==> src/rtl/ahb_ram_slave.sv <==
// AHB-Lite responder driving one byte-laned synchronous RAM bank; RD_LAT read wait states.
// Define AHB_RAM_ALIGN_CHECK_EN to enable the size/alignment check with a two-cycle ERROR response.
module ahb_ram_slave #(
  parameter int ADDR_W = 14,
  parameter int RD_LAT = 1
) (
  input  logic              clk,
  input  logic              reset,
  input  logic              hsel,
  input  logic [31:0]       haddr,
  input  logic              hwrite,
  input  logic [2:0]        hsize,
  input  logic [2:0]        hburst,
  input  logic              hmastlock,
  input  logic [3:0]        hprot,
  input  logic [1:0]        htrans,
  input  logic [31:0]       hwdata,
  input  logic              hready,
  output logic              hreadyout,
  output logic              hresp,
  output logic [31:0]       hrdata,
  output logic [ADDR_W-1:0] ram_addr,
  output logic              ram_rwn,
  output logic [3:0]        ram_wben,
  output logic [31:0]       ram_wdata,
  input  logic [31:0]       ram_rdata
);

  typedef enum logic [2:0] {
    IDLE, WR, RD_WAIT, RD_DONE
`ifdef AHB_RAM_ALIGN_CHECK_EN
    , ERR1, ERR2
`endif
  } state_t;

  localparam logic [1:0] LAST = 2'(RD_LAT - 1);

  state_t     state;
  logic [1:0] cnt;
  logic       accept;
  logic [3:0] lane_wben;
  logic       unused_bits;

  assign accept      = hsel & hready & htrans[1] & hreadyout;
  assign unused_bits = ^{hburst, hmastlock, hprot, htrans[0], haddr[31:ADDR_W+2]};

`ifdef AHB_RAM_ALIGN_CHECK_EN
  logic bad;
  assign bad = (hsize > 3'd2) ||
               ((hsize == 3'd2) && (haddr[1:0] != 2'b00)) ||
               ((hsize == 3'd1) && haddr[0]);
`endif

  // Low address bits below the transfer size are ignored; oversize is a word.
  always_comb begin
    lane_wben = 4'b0000;
    case (hsize)
      3'd0:    lane_wben = ~(4'b0001 << haddr[1:0]);
      3'd1:    lane_wben = haddr[1] ? 4'b0011 : 4'b1100;
      default: lane_wben = 4'b0000;
    endcase
  end

  // Write data passes straight through in the data phase; lane strobes and address are registered.
  assign ram_wdata = ram_rwn ? '0 : hwdata;

  always_ff @(posedge clk or negedge reset) begin
    if (!reset) begin
      state     <= IDLE;
      cnt       <= '0;
      hreadyout <= 1'b1;
      hresp     <= 1'b0;
      hrdata    <= '0;
      ram_addr  <= '0;
      ram_rwn   <= 1'b1;
      ram_wben  <= '1;
    end else begin
      ram_rwn  <= 1'b1;
      ram_wben <= '1;
      case (state)
        RD_WAIT: begin
          if (cnt == LAST) begin
            state     <= RD_DONE;
            hreadyout <= 1'b1;
            hrdata    <= ram_rdata;
          end else begin
            cnt <= cnt + 2'd1;
          end
        end
`ifdef AHB_RAM_ALIGN_CHECK_EN
        ERR1: begin
          state     <= ERR2;
          hreadyout <= 1'b1;
        end
`endif
        default: begin
          hreadyout <= 1'b1;
          hresp     <= 1'b0;
          if (accept) begin
            ram_addr <= haddr[ADDR_W+1:2];
            cnt      <= '0;
`ifdef AHB_RAM_ALIGN_CHECK_EN
            if (bad) begin
              state     <= ERR1;
              hreadyout <= 1'b0;
              hresp     <= 1'b1;
            end else
`endif
            if (hwrite) begin
              state    <= WR;
              ram_rwn  <= 1'b0;
              ram_wben <= lane_wben;
            end else begin
              state     <= RD_WAIT;
              hreadyout <= 1'b0;
            end
          end else begin
            state <= IDLE;
          end
        end
      endcase
    end
  end

endmodule

==> config.mk <==
export PLATFORM = sky130hd
export DESIGN_NAME = ahb_ram_slave
export DESIGN_NICKNAME = d
export VERILOG_FILES = /design/src/rtl/ahb_ram_slave.sv
export SDC_FILE = /design/constraint.sdc
export NUM_CORES = 1
export LEC_CHECK = 0
export CORE_ASPECT_RATIO = 0.75
export CORE_MARGIN = 1
export CORE_UTILIZATION = 32
export CTS_CLUSTER_SIZE = 24
export DETAILED_ROUTE_END_ITERATION = 12
export PLACE_DENSITY_LB_ADDON = 0.12
export REMOVE_ABC_BUFFERS = 1
export SYNTH_ARGS = -nofsm -noshare
export SYNTH_HDL_FRONTEND = slang
export SYNTH_SLANG_ARGS = --single-unit
==> constraint.sdc <==
create_clock -name clk -period 1.95 [get_ports clk]
set_input_delay 0.585 -clock clk [delete_from_list [all_inputs] [get_ports clk]]
set_output_delay 0.585 -clock clk [all_outputs]
set_load 0.05 [all_outputs]
==> results by group <==
Power and ir drop
  • LEAKAGE: about 2.1 nW
  • Pwr dens: ~1300 mW/mm2
  • Post-layout total power: between 6 and 7 mW
  • VDD IR max: about 0.00094 V

Die
  • Chip height: between 70 and 80 um
  • Initial Utilization: 0.340
  • Die ar.: 0.00779 mm2
  • Core footprint: roughly 0.007 mm2
  • Std cell rows: 26
  • Die X: 102 um
  • I/O pin count: 199

Synthesis
  • Top cells by area in the synthesized netlist: dfrtp_1, mux2_1, nor2b_1
  • Ys Warns: 0
  • Synth top area share: 0.525
  • Number of enable flip-flop cells after synthesis: 0
  • Syn_area_per_cell: roughly 13 um2
  • Synth cell types: 25
  • Top cells by count, synth: dfrtp_1, mux2_1, nor2b_1
  • Post-synthesis cell count: 177
  • Top-count cell post-synth: dfrtp_1
  • Asr flop ratio synth: 1.00
  • Sequential share of the synthesized area: 0.592
  • Leading area contributor after synthesis: dfrtp_1
  • Post-synth top flop: dfrtp_1
  • Syn Std Cell Area: around 0.0024 mm2
  • Seq cells post-synth: 56

Flow run
  • Max-cap violations: 0

Drt
  • DRT Wirelength: 7260 um
  • Avg WL per Cell: 15.8 um
  • Antenna Violating Nets Remaining: 0
  • DR vias: 2026
  • First-pass DRT Iterations: 4
  • DRC Markers: 0
  • Initial DRC Count: 48
  • DR vias/cell: 4.39

STA
  • Final setup viols: 23
  • RSZ-0062 raised after global routing: true
  • Final Cycle Share: 1.02
  • Setup ws final: -0.0309 ns
  • Clock skew: 0.0109 ns
  • Final Max Tran Viols: 0
  • Peak Freq: 0.505 GHz
  • Hold Slack: 0.255 ns
  • Hold Violations, Final: 0
  • Post-layout minimum cycle time: ~2 ns

Global routing
  • Largest net degree at the start of global routing: 57
  • GR Util All Layers: 0.188
  • Gr ovfl total: 0
  • Initial antenna violation count: 0
  • First-pass GRT wire length: 11200 um
  • Vias in the first global route: 2155

Critical path
  • Crit path launch: hwdata[22]
  • CP endpoint: ram_wdata[22]
  • Reg-to-Reg Start: hreadyout
  • Max stage delay cell, worst path: clkdlybuf4s50_1
  • Setup crit end kind: output port
  • Reg2reg path depth: 4
  • R2R Path End: ram_addr[3]
  • Crit-path cells: clkdlybuf4s50_1 > nor2b_2 > buf_12
  • CP max stage delay: 0.46 ns
  • Worst path bufs/invs: 2
  • Worst path arrival time: 1.40 ns
  • Flop-to-flop setup slack: roughly 0.40 ns
  • CP Class: in2out
  • Stages on the worst setup path: 3
  • Critical path's top delay family: buffers and inverters
  • Critical path fanouts, max: 1
  • Startpoint Class: primary input
  • Worst path required time: 1.36 ns

Min path
  • Worst Hold Class: in2async

Status
  • Status: complete, but fails checks
  • Failing checks: setup timing

Clock tree
  • Max Buffers Root-to-Sink: 2
  • Worst-path clk slew: approximately 0.11 ns
  • Root Driver: clkbuf_8
  • Total CTS buffers: 5
  • Clk_lat worst skew: 0.31 ns
  • # clock sinks: 56
  • CTS H-tree lvls: 2
  • CTS tree: yes

Placement
  • GPL Wtd Cong: roughly 0.73
  • Placed Area: approximately 0.0045 mm2
  • Final HPWL DP: 5460 um
  • PortBufs: 172

Layout
  • Share of cells above drive strength 1: 0.410
  • Ant diodes: 0
  • Nets: ~480
  • Area Growth Syn to Fin: 104%
  • Design area: 0.00485 mm2
-- repair_timing --
item                                   in CTS  in global routing
pin swaps                                   0                  0
setup endpoints to repair                  33                 33
resized for setup                          35                 21
buffers inserted                            5                  4
endpoints found under the hold margin       0                  0
hold buffers                                0                  0
-- cell type report --
type	count	area [um2]
repair buffers	188	2180
fillers	505	2140
flip-flops and latches	56	1410
multi-input cells	108	1030
well taps	98	123
clock buffers	6	82.6
clock inverters	2	13.8
inverters	3	11.3
-- metal layers --
metal | track usage | wire length, um | vias up
met4 | 0.0493 | 74 | 0
met3 | 0.0757 | 782 | 9
met1 | 0.216 | 2770 | 959
met2 | 0.324 | 3640 | 98
li1 | - | - | 960
met5 | 0 | 0 | -
-- cell usage in the layout (no fill, tap or decap), types with 2 or more instances in the layout --
cell type	instances
buf_12	42
dlymetal6s2s_1	2
nor2b_2	19
inv_1	3
buf_6	7
dfrtp_1	50
mux2_1	46
o21ai_0	7
clkdlybuf4s50_1	84
nand3_1	4
nor2_1	4
nor3_1	2
nor2b_1	2
clkbuf_8	6
buf_4	51
nor2b_4	13
dfstp_2	5
-- kinds of logic (layout without fill, tap and decap cells) --
logic type,count (synthesis),count (layout),synth area share
buffers and inverters,13,199,0.0336
AO/OA/AOI/OAI,10,10,0.0242
flip-flops,56,56,0.592
AND/OR/NAND/NOR,50,50,0.126
other,1,1,0.00157
multiplexers,46,46,0.218
adder cells (fa/ha/maj),1,1,0.00525
-- sequential cells by signal, summed over array words and instances, names as in the netlist --
signal / cells
hrdata: 32
ram_rwn: 1
state: 2
hreadyout: 1
ram_wben: 4
ram_addr: 14
cnt: 2
-- through the flow --
| step | util | cells | TNS (ns) | worst slack, ns |
|---|---|---|---|---|
| after floorplan | - | 167 | -0.112 | -0.00801 |
| after global placement | 0.647 | 445 | -2.91 | -0.114 |
| after detailed placement | 0.647 | 445 | -3.30 | -0.126 |
| after CTS | 0.681 | 458 | -0.711 | -0.0591 |
| after global routing | 0.694 | 461 | -1.57 | -0.0737 |
| final | 0.694 | 461 | -0.378 | -0.0309 |
-- report_power, final --
part / leakage, nW / switching (mW) / internal, mW
Combinational: 1.38 / 2.33 / 1.27
Sequential: 0.654 / 0.249 / 1.65
Clock: 0.0516 / 0.373 / 0.291
-- worst min path at each step --
stage / start / end / slack (ns) / cells after the start
6_report: reset / hrdata[16] / 0.25 / 2
4_1_cts: reset / hrdata[20] / 0.26 / 2
5_1_grt: reset / hrdata[10] / 0.26 / 2
3_3_place_gp: ram_addr[8] / ram_addr[8] / 0.47 / 1
3_5_place_dp: ram_addr[11] / ram_addr[11] / 0.48 / 1
2_1_floorplan: reset / cnt[0] / 0.29 / 0
Note: power is estimated with default switching activity, not from simulation.
